===== src/rtl/mem_stage_pkg.sv =====
// Shared pipeline types for the memory-access stage.
// EX/MEM and MEM/WB bundles, funct3 codes, FSM states.
package mem_stage_pkg;

   typedef enum logic [0:0] {
      IDLE     = 1'b0,
      WAIT_RSP = 1'b1
   } mem_state_t;

   localparam logic [2:0] F3_LB  = 3'b000;
   localparam logic [2:0] F3_LH  = 3'b001;
   localparam logic [2:0] F3_LW  = 3'b010;
   localparam logic [2:0] F3_LBU = 3'b100;
   localparam logic [2:0] F3_LHU = 3'b101;
   localparam logic [2:0] F3_SB  = 3'b000;
   localparam logic [2:0] F3_SH  = 3'b001;
   localparam logic [2:0] F3_SW  = 3'b010;

   localparam logic [1:0] RESULT_LOAD = 2'b01;

   typedef struct packed {
      logic       RegWrite;
      logic [1:0] ResultSrc;
      logic       MemWrite;
   } exmem_ctrl_t;

   typedef struct packed {
      logic [31:0] ALUResult;
      logic [31:0] WriteData;
      logic [31:0] PCPlus4;
      logic [31:0] ImmExt;
      logic [4:0]  Rd;
      logic [2:0]  funct3;
   } exmem_data_t;

   typedef struct packed {
      logic       RegWrite;
      logic [1:0] ResultSrc;
   } memwb_ctrl_t;

   typedef struct packed {
      logic [31:0] ALUResult;
      logic [31:0] load_data;
      logic [31:0] PCPlus4;
      logic [31:0] ImmExt;
      logic [4:0]  Rd;
   } memwb_data_t;

   // funct3[1:0]: 00 byte, 01 half, anything else is a word access.
   function automatic logic isMisaligned(
      input logic [2:0] f3,
      input logic [1:0] lo
   );
      unique case (f3[1:0])
         2'b00:   return 1'b0;
         2'b01:   return lo[0];
         default: return lo != 2'b00;
      endcase
   endfunction

endpackage


===== src/rtl/mem_stage_if.sv =====
// Pipeline-register bundles between EX/MEM and MEM/WB.
// Writers use .wr, readers use .rd.
interface exmem_if;
   mem_stage_pkg::exmem_ctrl_t ctrl;
   mem_stage_pkg::exmem_data_t data;
   modport wr (output ctrl, output data);
   modport rd (input ctrl, input data);
endinterface

interface memwb_if;
   mem_stage_pkg::memwb_ctrl_t ctrl;
   mem_stage_pkg::memwb_data_t data;
   modport wr (output ctrl, output data);
   modport rd (input ctrl, input data);
endinterface


===== src/rtl/load_align.sv =====
// Picks the addressed lane of a load word and extends it.
// Unknown funct3 codes return the raw word.
module load_align
   import mem_stage_pkg::*;
(
   input  logic [31:0] rdata,
   input  logic [1:0]  addr,
   input  logic [2:0]  funct3,
   output logic [31:0] load_data
);

   logic [7:0]  laneB;
   logic [15:0] laneH;

   assign laneB = rdata[{addr, 3'b000} +: 8];
   assign laneH = addr[1] ? rdata[31:16] : rdata[15:0];

   always_comb begin
      load_data = rdata;
      unique case (funct3)
         F3_LB:   load_data = {{24{laneB[7]}}, laneB};
         F3_LH:   load_data = {{16{laneH[15]}}, laneH};
         F3_LBU:  load_data = {24'h0, laneB};
         F3_LHU:  load_data = {16'h0, laneH};
         default: load_data = rdata;
      endcase
   end

endmodule


===== src/rtl/mem_stage.sv =====
// Memory-access stage: data-memory handshake, load formatting,
// MEM/WB register, and front-end stall while memory is busy.
module mem_stage
   import mem_stage_pkg::*;
#(
   parameter int XLEN = 32
) (
   input  logic            clk,
   input  logic            rst_n,
   exmem_if.rd             inputs,
   memwb_if.wr             outputs,
   output logic            dmem_req_valid,
   input  logic            dmem_req_ready,
   output logic            dmem_we,
   output logic [XLEN-1:0] dmem_addr,
   output logic [XLEN-1:0] dmem_wdata,
   output logic [3:0]      dmem_be,
   input  logic            dmem_rsp_valid,
   input  logic [XLEN-1:0] dmem_rdata,
   output logic            mem_stall,
   output logic            misalign
);

   mem_state_t  state;
   mem_state_t  stateNext;
   memwb_ctrl_t wbCtrl;
   memwb_data_t wbData;

   logic [31:0] addr;
   logic [2:0]  f3;
   logic        idle;
   logic        isLoad;
   logic        isStore;
   logic        misAl;
   logic        reqValid;
   logic        storeReq;
   logic [3:0]  laneBe;
   logic [31:0] laneData;
   logic [31:0] fmtData;

   assign addr    = inputs.data.ALUResult;
   assign f3      = inputs.data.funct3;
   assign idle    = state == IDLE;
   assign isLoad  = inputs.ctrl.RegWrite &&
                    inputs.ctrl.ResultSrc == RESULT_LOAD;
   assign isStore = inputs.ctrl.MemWrite && !isLoad;
   assign misAl   = (isLoad || isStore) &&
                    isMisaligned(f3, addr[1:0]);

   // Gated by rst_n so the port is quiet while memory is in reset.
   assign reqValid = rst_n && idle && (isLoad || isStore) && !misAl;
   assign storeReq = reqValid && isStore;

   always_comb begin
      laneBe   = 4'hF;
      laneData = inputs.data.WriteData;
      unique case (f3[1:0])
         2'b00: begin
            laneBe   = 4'b0001 << addr[1:0];
            laneData = {4{inputs.data.WriteData[7:0]}};
         end
         2'b01: begin
            laneBe   = 4'b0011 << {addr[1], 1'b0};
            laneData = {2{inputs.data.WriteData[15:0]}};
         end
         default: begin
            laneBe   = 4'hF;
            laneData = inputs.data.WriteData;
         end
      endcase
   end

   assign dmem_req_valid = reqValid;
   assign dmem_we        = storeReq;
   assign dmem_addr      = reqValid ? {addr[31:2], 2'b00} : '0;
   assign dmem_be        = storeReq ? laneBe : 4'h0;
   assign dmem_wdata     = storeReq ? laneData : '0;

   always_comb begin
      mem_stall = 1'b0;
      if (rst_n) begin
         if (!idle)
            mem_stall = !dmem_rsp_valid;
         else if (isLoad && !misAl)
            mem_stall = 1'b1;
         else if (isStore && !misAl)
            mem_stall = !dmem_req_ready;
      end
   end

   always_comb begin
      stateNext = state;
      if (idle && reqValid && isLoad && dmem_req_ready)
         stateNext = WAIT_RSP;
      else if (!idle && dmem_rsp_valid)
         stateNext = IDLE;
   end

   load_align uAlign (
      .rdata     (dmem_rdata),
      .addr      (addr[1:0]),
      .funct3    (f3),
      .load_data (fmtData)
   );

   always_comb begin
      logic take;
      wbCtrl = '0;
      wbData = '0;
      take   = 1'b0;
      if (!idle) begin
         take = dmem_rsp_valid;
      end else if (!misAl) begin
         unique case (1'b1)
            isLoad:  take = 1'b0;
            isStore: take = dmem_req_ready;
            default: take = 1'b1;
         endcase
      end
      if (take) begin
         wbCtrl.RegWrite   = inputs.ctrl.RegWrite && !isStore;
         wbCtrl.ResultSrc  = inputs.ctrl.ResultSrc;
         wbData.ALUResult  = inputs.data.ALUResult;
         wbData.load_data  = idle ? 32'h0 : fmtData;
         wbData.PCPlus4    = inputs.data.PCPlus4;
         wbData.ImmExt     = inputs.data.ImmExt;
         wbData.Rd         = inputs.data.Rd;
      end
   end

   always_ff @(posedge clk or negedge rst_n) begin
      if (!rst_n) begin
         state        <= IDLE;
         misalign     <= 1'b0;
         outputs.ctrl <= '0;
         outputs.data <= '0;
      end else begin
         state        <= stateNext;
         misalign     <= idle && misAl;
         outputs.ctrl <= wbCtrl;
         outputs.data <= wbData;
      end
   end

endmodule


===== src/flat_wrapper.sv =====
// flat-port wrapper written by rule: the top's interface ports become plain ports
module mem_stage_flat import mem_stage_pkg::*;
#(
   parameter int XLEN = 32
)
  (clk, rst_n, dmem_req_valid, dmem_req_ready, dmem_we, dmem_addr, dmem_wdata, dmem_be, dmem_rsp_valid, dmem_rdata, mem_stall, misalign, inputs_ctrl, inputs_data, outputs_ctrl, outputs_data);
  exmem_if inputs_i ();
  memwb_if outputs_i ();
  input  logic clk;
  input  logic rst_n;
  output logic dmem_req_valid;
  input  logic dmem_req_ready;
  output logic dmem_we;
  output logic [XLEN-1:0] dmem_addr;
  output logic [XLEN-1:0] dmem_wdata;
  output logic [3:0] dmem_be;
  input  logic dmem_rsp_valid;
  input  logic [XLEN-1:0] dmem_rdata;
  output logic mem_stall;
  output logic misalign;
  input wire logic [$bits(inputs_i.ctrl)-1:0] inputs_ctrl;
  input wire logic [$bits(inputs_i.data)-1:0] inputs_data;
  output wire logic [$bits(outputs_i.ctrl)-1:0] outputs_ctrl;
  output wire logic [$bits(outputs_i.data)-1:0] outputs_data;
  assign inputs_i.ctrl = inputs_ctrl;
  assign inputs_i.data = inputs_data;
  assign outputs_ctrl = outputs_i.ctrl;
  assign outputs_data = outputs_i.data;
  mem_stage #(.XLEN(XLEN)) u_core (.clk(clk), .rst_n(rst_n), .inputs(inputs_i), .outputs(outputs_i), .dmem_req_valid(dmem_req_valid), .dmem_req_ready(dmem_req_ready), .dmem_we(dmem_we), .dmem_addr(dmem_addr), .dmem_wdata(dmem_wdata), .dmem_be(dmem_be), .dmem_rsp_valid(dmem_rsp_valid), .dmem_rdata(dmem_rdata), .mem_stall(mem_stall), .misalign(misalign));
endmodule

===== config.mk =====
export PLATFORM = sky130hd
export DESIGN_NAME = mem_stage_flat
export DESIGN_NICKNAME = d
export VERILOG_FILES = /design/src/rtl/mem_stage_pkg.sv /design/src/rtl/mem_stage_if.sv /design/src/rtl/load_align.sv /design/src/rtl/mem_stage.sv /design/src/flat_wrapper.sv
export SDC_FILE = /design/constraint.sdc
export NUM_CORES = 1
export LEC_CHECK = 0
export CORE_AREA = 2 2 149 151
export DETAILED_ROUTE_END_ITERATION = 6
export DIE_AREA = 0 0 151 153
export PLACE_DENSITY = 0.66
export SLEW_MARGIN = 10
export SYNTH_ARGS = -nofsm -noshare
export SYNTH_HDL_FRONTEND = slang
export SYNTH_SLANG_ARGS = --single-unit

===== constraint.sdc =====
create_clock -name clk -period 2.25 [get_ports clk]
set_clock_uncertainty 0.1 [all_clocks]
set_input_delay 0.225 -clock clk [delete_from_list [all_inputs] [get_ports clk]]
set_output_delay 0.225 -clock clk [all_outputs]
set_load 0.005 [all_outputs]

; ---- After elaboration in Yosys (flattened, before gate mapping)
; Index checks and enable logic that the tools add are counted.
[totals]
register_bits = 138
input_bits = 176
elab_cells = 63
[op_classes]
eq_ne = 5
shift = 3
muxes = 20
bitwise = 1
reduce_logical = 25
[op_table]
columns = operator, count
row1 = 133-bit 2-to-1 mux, 1
row2 = 32-bit case mux with 4 select lines, 1
row3 = 32-bit 2-to-1 mux, 3
row4 = 32-bit case mux with 2 select lines, 1
row5 = 32-bit by 6-bit variable part select with 8-bit output, 1
row6 = 16-bit 2-to-1 mux, 1
row7 = 1-bit logical AND, 15
row8 = 1-bit 2-to-1 mux, 8
row9 = 4-bit case mux with 2 select lines, 1
row10 = "3-bit == test, second input constant", 2
row11 = 1-bit zero test, 5
row12 = "2-bit by 1-bit == test with 1-bit output, second input constant", 2
row13 = 4-bit 2-to-1 mux, 1
row14 = 1-bit case mux with 2 select lines, 2
row15 = 2-bit nonzero test, 2
row16 = "1-bit by 2-bit << shifter with 4-bit output, first input constant", 1
row17 = "2-bit by 2-bit << shifter with 4-bit output, first input constant", 1
row18 = "3-bit by 1-bit == test with 1-bit output, second input constant", 1
row19 = 3-bit zero test, 1
row20 = 3-bit 2-to-1 mux, 1
row21 = 2-bit zero test, 1
row22 = 1-bit logical OR, 1
row23 = 1-bit NOT, 1

; ---- Longest topological paths before layout
[logic_depth]
depth_word = 12
mapped_depth = 6

; ---- Modules after synthesis
; A second synthesis with hierarchy kept.
[unflattened]
cells_unflattened = 570
hier_area_um2 = 6582.6
[modules_own_cells]
columns = module, n_inst, cells_each, area_per_inst_um2
row1 = mem_stage, 1, 452, 5821.8
row2 = load_align, 1, 118, 760.7

; ---- Worst setup path after synthesis
; No wires, ideal clock.
[synth_timing]
path_kind = register to output
from = register u_core.state
to = output port dmem_be[1]
t_arrival_ns = 1.372
setup_slack_ns = 0.553
path_stages_with_launch = 5
path_cell_list = dfrtp_1 a211oi_4 o2111ai_4 buf_6 a21oi_2
[synth_via]
elab_chain_len = 6
[synth_rtl]
columns = element, line
row1 = start: declaration, mem_stage.sv:24  ; mem_state_t state;
row2 = start signal: assignment, mem_stage.sv:138  ; state <= stateNext;
row3 = 1-bit NOT, mem_stage.sv:43  ; assign idle = state == IDLE;
row4 = 1-bit logical AND (3 in a row), mem_stage.sv:51  ; assign reqValid = rst_n && idle && (isLoad || isStore) && !misAl;
row5 = 1-bit logical AND, mem_stage.sv:52  ; assign storeReq = reqValid && isStore;
row6 = 4-bit 2-to-1 mux, mem_stage.sv:76  ; assign dmem_be = storeReq ? laneBe : 4'h0;
row7 = end: declaration, flat_wrapper.sv:16  ; output logic [3:0] dmem_be;
; No other way between the ends.

; ---- Worst setup path after layout
[layout_timing]
from = register u_core.state
to = output port dmem_be[0]
; The elaborated chain is that of the path after synthesis.

==> results.yml <==
setup_path:
  max_stage_delay_ns: 0.42
  crit_path_start_kind: "flip-flop"
  end_kind: "output port"
  worstPathArrival_ns: 2.02
  path_max_fanout: 8
  crit_path_cell_trace: "buf_6 > nor3_4 > o2111ai_4 > buf_12 > buf_6 > and2b_1 > buf_2"
  path_class: "reg2out"
  crit_required_ns: 1.92
  path_common_cell: "buf_6"
  crit_slowest_cell: "dfrtp_1"
power_and_ir_drop:
  p_leak_nw: 5.028
  vdd.ir_drop.worst_uv: 335.0
  power.density_nw_per_um2: 602.9
global_route:
  grt-ovfl-total: 0
  grt_use_total_pct: 19.51
  grt_pass1_vias: 5827
  grt_pass1_wl_um: 34200
  antenna_found_initial: 2
  grt_max_degree: 138
yosys:
  synthFlopType: "dfrtp_1"
  synthCells: 555
  syn-cell-area_um2: 6365
  seq_area_frac_synth_pct: 54.26
  avgSynthCellArea_um2: 11.47
  async_flop_share_pct: 100.0
  synth_edf_count: 0
  synth_seq_cells: 138
  ys_warn_count: 0
  synth.distinct_cells: 49
drt:
  dr.pass1.iters: 6
  wl_per_cell_um: 18.99
  ant_nets: 0
  drc: 0
  drtIter0Drc: 254
  vias_per_cell: 4.673
  wl_um: 23910
  num_vias: 5883
layout:
  final_cell_count_no_fill: 1259
  area_growth_pct: 80.26
  drive_gt1_share_pct: 26.61
  fin_nets: 1140
  design_area_um2: 11470
  layout_common_cells: "310 x clkdlybuf4s50_1, 138 x dfrtp_1, 71 x a21boi_0"
  final_common_cell: "clkdlybuf4s50_1"
placement:
  dp_hpwl_um: 17060
  postPlaceCellArea_um2: 10620
  portBuffers: 381
  gp_congestion: 0.8434
  dp.cells: 1211
cts:
  cts_max_level: 4
  cts_root_buf: "clkbuf_16"
  path_clk_slew_ns: 0.06
  cts_buffers: 17
  cts_tree: "yes"
  clock_path_buffers: 2
  clock_latency_ns: 0.42
  clock_sinks: 138
floorplan:
  die_w_um: 151
  fp.dieH_um: 153
  core_area_um2: 21490
  die-area_um2: 23100
  start_util_pct: 29.62
  rows: 54
  ioPinCount: 384
sta:
  final-setup-viol-count: 65
  worst_slew_pin_slew_ns: 0.8200
  finalWorstSetupSlack_ns: -0.09137
  fin_crit_ns: 2.341
  rsz0062_at_grt: "yes"
  slew_headroom_pct: 45.34
  fmax_mhz: 427.1
  min_period_over_period_pct: 104.1
  hold_violations: 0
  slew_violations: 0
worst_hold_path:
  hp-class: "in2async"
run_status:
  status: "complete, but fails checks"
  violations: "negative setup slack"
job:
  drv_cap: 0
-- logic make-up (layout without fill, tap and decap cells) --
family | after synthesis | after routing | share of synthesized area, %
compound gates | 187 | 187 | 23.33
mux | 20 | 20 | 3.538
other cells | 1 | 4 | 0.05892
buf+inv | 77 | 498 | 6.998
flops | 138 | 138 | 54.26
simple gates | 132 | 132 | 11.81
-- state kept, by name (all words and copies together), names as in the netlist --
name,count
u_core.outputs.ctrl,3
u_core.misalign,1
u_core.state,1
u_core.outputs.data,133
-- worst max-delay path: cells and delay by family, from the launching register on --
kind / cells / cell delay, ns
AND/OR/NAND/NOR: 2 / 0.44
flip-flops: 1 / 0.42
buffers and inverters: 4 / 0.57
AO/OA/AOI/OAI: 1 / 0.16
-- cell usage after synthesis, types with 2 or more instances --
master | number | area share, %
dfrtp_1 | 138 | 54
a21boi_0 | 72 | 8.5
nand2_1 | 51 | 3.0
a21boi_1 | 32 | 3.8
and2_1 | 30 | 2.9
inv_1 | 26 | 1.5
o21ai_0 | 23 | 1.8
buf_2 | 17 | 1.3
buf_6 | 15 | 2.7
nor2_2 | 14 | 1.4
a21oi_2 | 13 | 1.8
clkbuf_1 | 10 | 0.59
mux2_2 | 10 | 1.8
mux2i_1 | 9 | 1.4
nor2b_1 | 9 | 0.88
a21oi_1 | 8 | 0.63
o22ai_1 | 8 | 0.79
a211oi_2 | 7 | 1.4
a221oi_1 | 7 | 0.96
nor4b_1 | 7 | 0.96
a2111oi_1 | 6 | 0.94
buf_4 | 5 | 0.59
clkbuf_2 | 3 | 0.24
nand2b_1 | 3 | 0.29
nor2_4 | 3 | 0.53
a2111oi_2 | 2 | 0.47
and3b_1 | 2 | 0.28
nand3b_1 | 2 | 0.24
nor2_1 | 2 | 0.12
or2_2 | 2 | 0.20
-- final cells by class --
cell class	count	area, um^2
clock inverters	14	157.7
well taps	280	350.3
clock buffers	18	429.2
diodes	2	5.005
flip-flops and latches	138	3453
fillers	1929	10010
repair buffers	439	4327
multi-input cells	341	2645
inverters	27	106.4
-- what timing repair did --
action,in CTS,in global routing
endpoints found under the hold margin,138,0
cloned,0,9
buffers inserted,0,4
pin swaps,1,30
resized for setup,209,146
setup endpoints to repair,69,69
hold buffers,1,0
-- layer usage --
metal | global-route usage, % | vias up | wire length [um]
met3 | 6.836 | 45 | 2013
li1 | - | 2730 | -
met2 | 32.12 | 275 | 11820
met5 | 0 | - | 11
met1 | 22.90 | 2831 | 9225
met4 | 8.500 | 2 | 832
-- power by group --
group	total [mW]	internal, mW	switching, mW
sequential	2.67	2.63	0.0395
combinational	1.44	0.846	0.591
clock	2.81	1.66	1.15
-- per-stage QoR --
| step | utilization, % | setup TNS (ns) | total power [mW] | hold slack, ns | worst slack (ns) |
|---|---|---|---|---|---|
| 2_1_floorplan | - | 0 | 3.146 | -0.1706 | 0.5529 |
| 3_3_place_gp | 49.44 | -38.87 | 4.086 | -0.07321 | -0.3055 |
| 3_5_place_dp | 49.44 | -36.73 | 4.091 | -0.07363 | -0.2907 |
| 4_1_cts | 52.17 | -2.420 | 6.927 | 0.03917 | -0.1094 |
| 5_1_grt | 53.39 | -9.824 | 7.213 | 0.06413 | -0.1978 |
| 6_report | 53.40 | -3.204 | 6.918 | 0.08983 | -0.09137 |
-- path summary, 6_finish.rpt --
kind	cells after the start	slack, ns	startpoint	endpoint
min in group clk	2	0.25	inputs_data[38]	u_core.outputs.data[35]$_DFF_PN0_
max in group asynchronous	3	0.98	rst_n	u_core.outputs.ctrl[0]$_DFF_PN0_
worst min-delay path	2	0.09	rst_n	u_core.outputs.data[84]$_DFF_PN0_
worst max-delay path	7	-0.09	u_core.state$_DFFE_PN0P_	dmem_be[0]
worst min register to register	2	0.57	u_core.state$_DFFE_PN0P_	u_core.misalign$_DFF_PN0_
worst max register to register	6	0.45	u_core.state$_DFFE_PN0P_	u_core.outputs.data[126]$_DFF_PN0_
No activity file was read; power rests on OpenSTA's default activity.
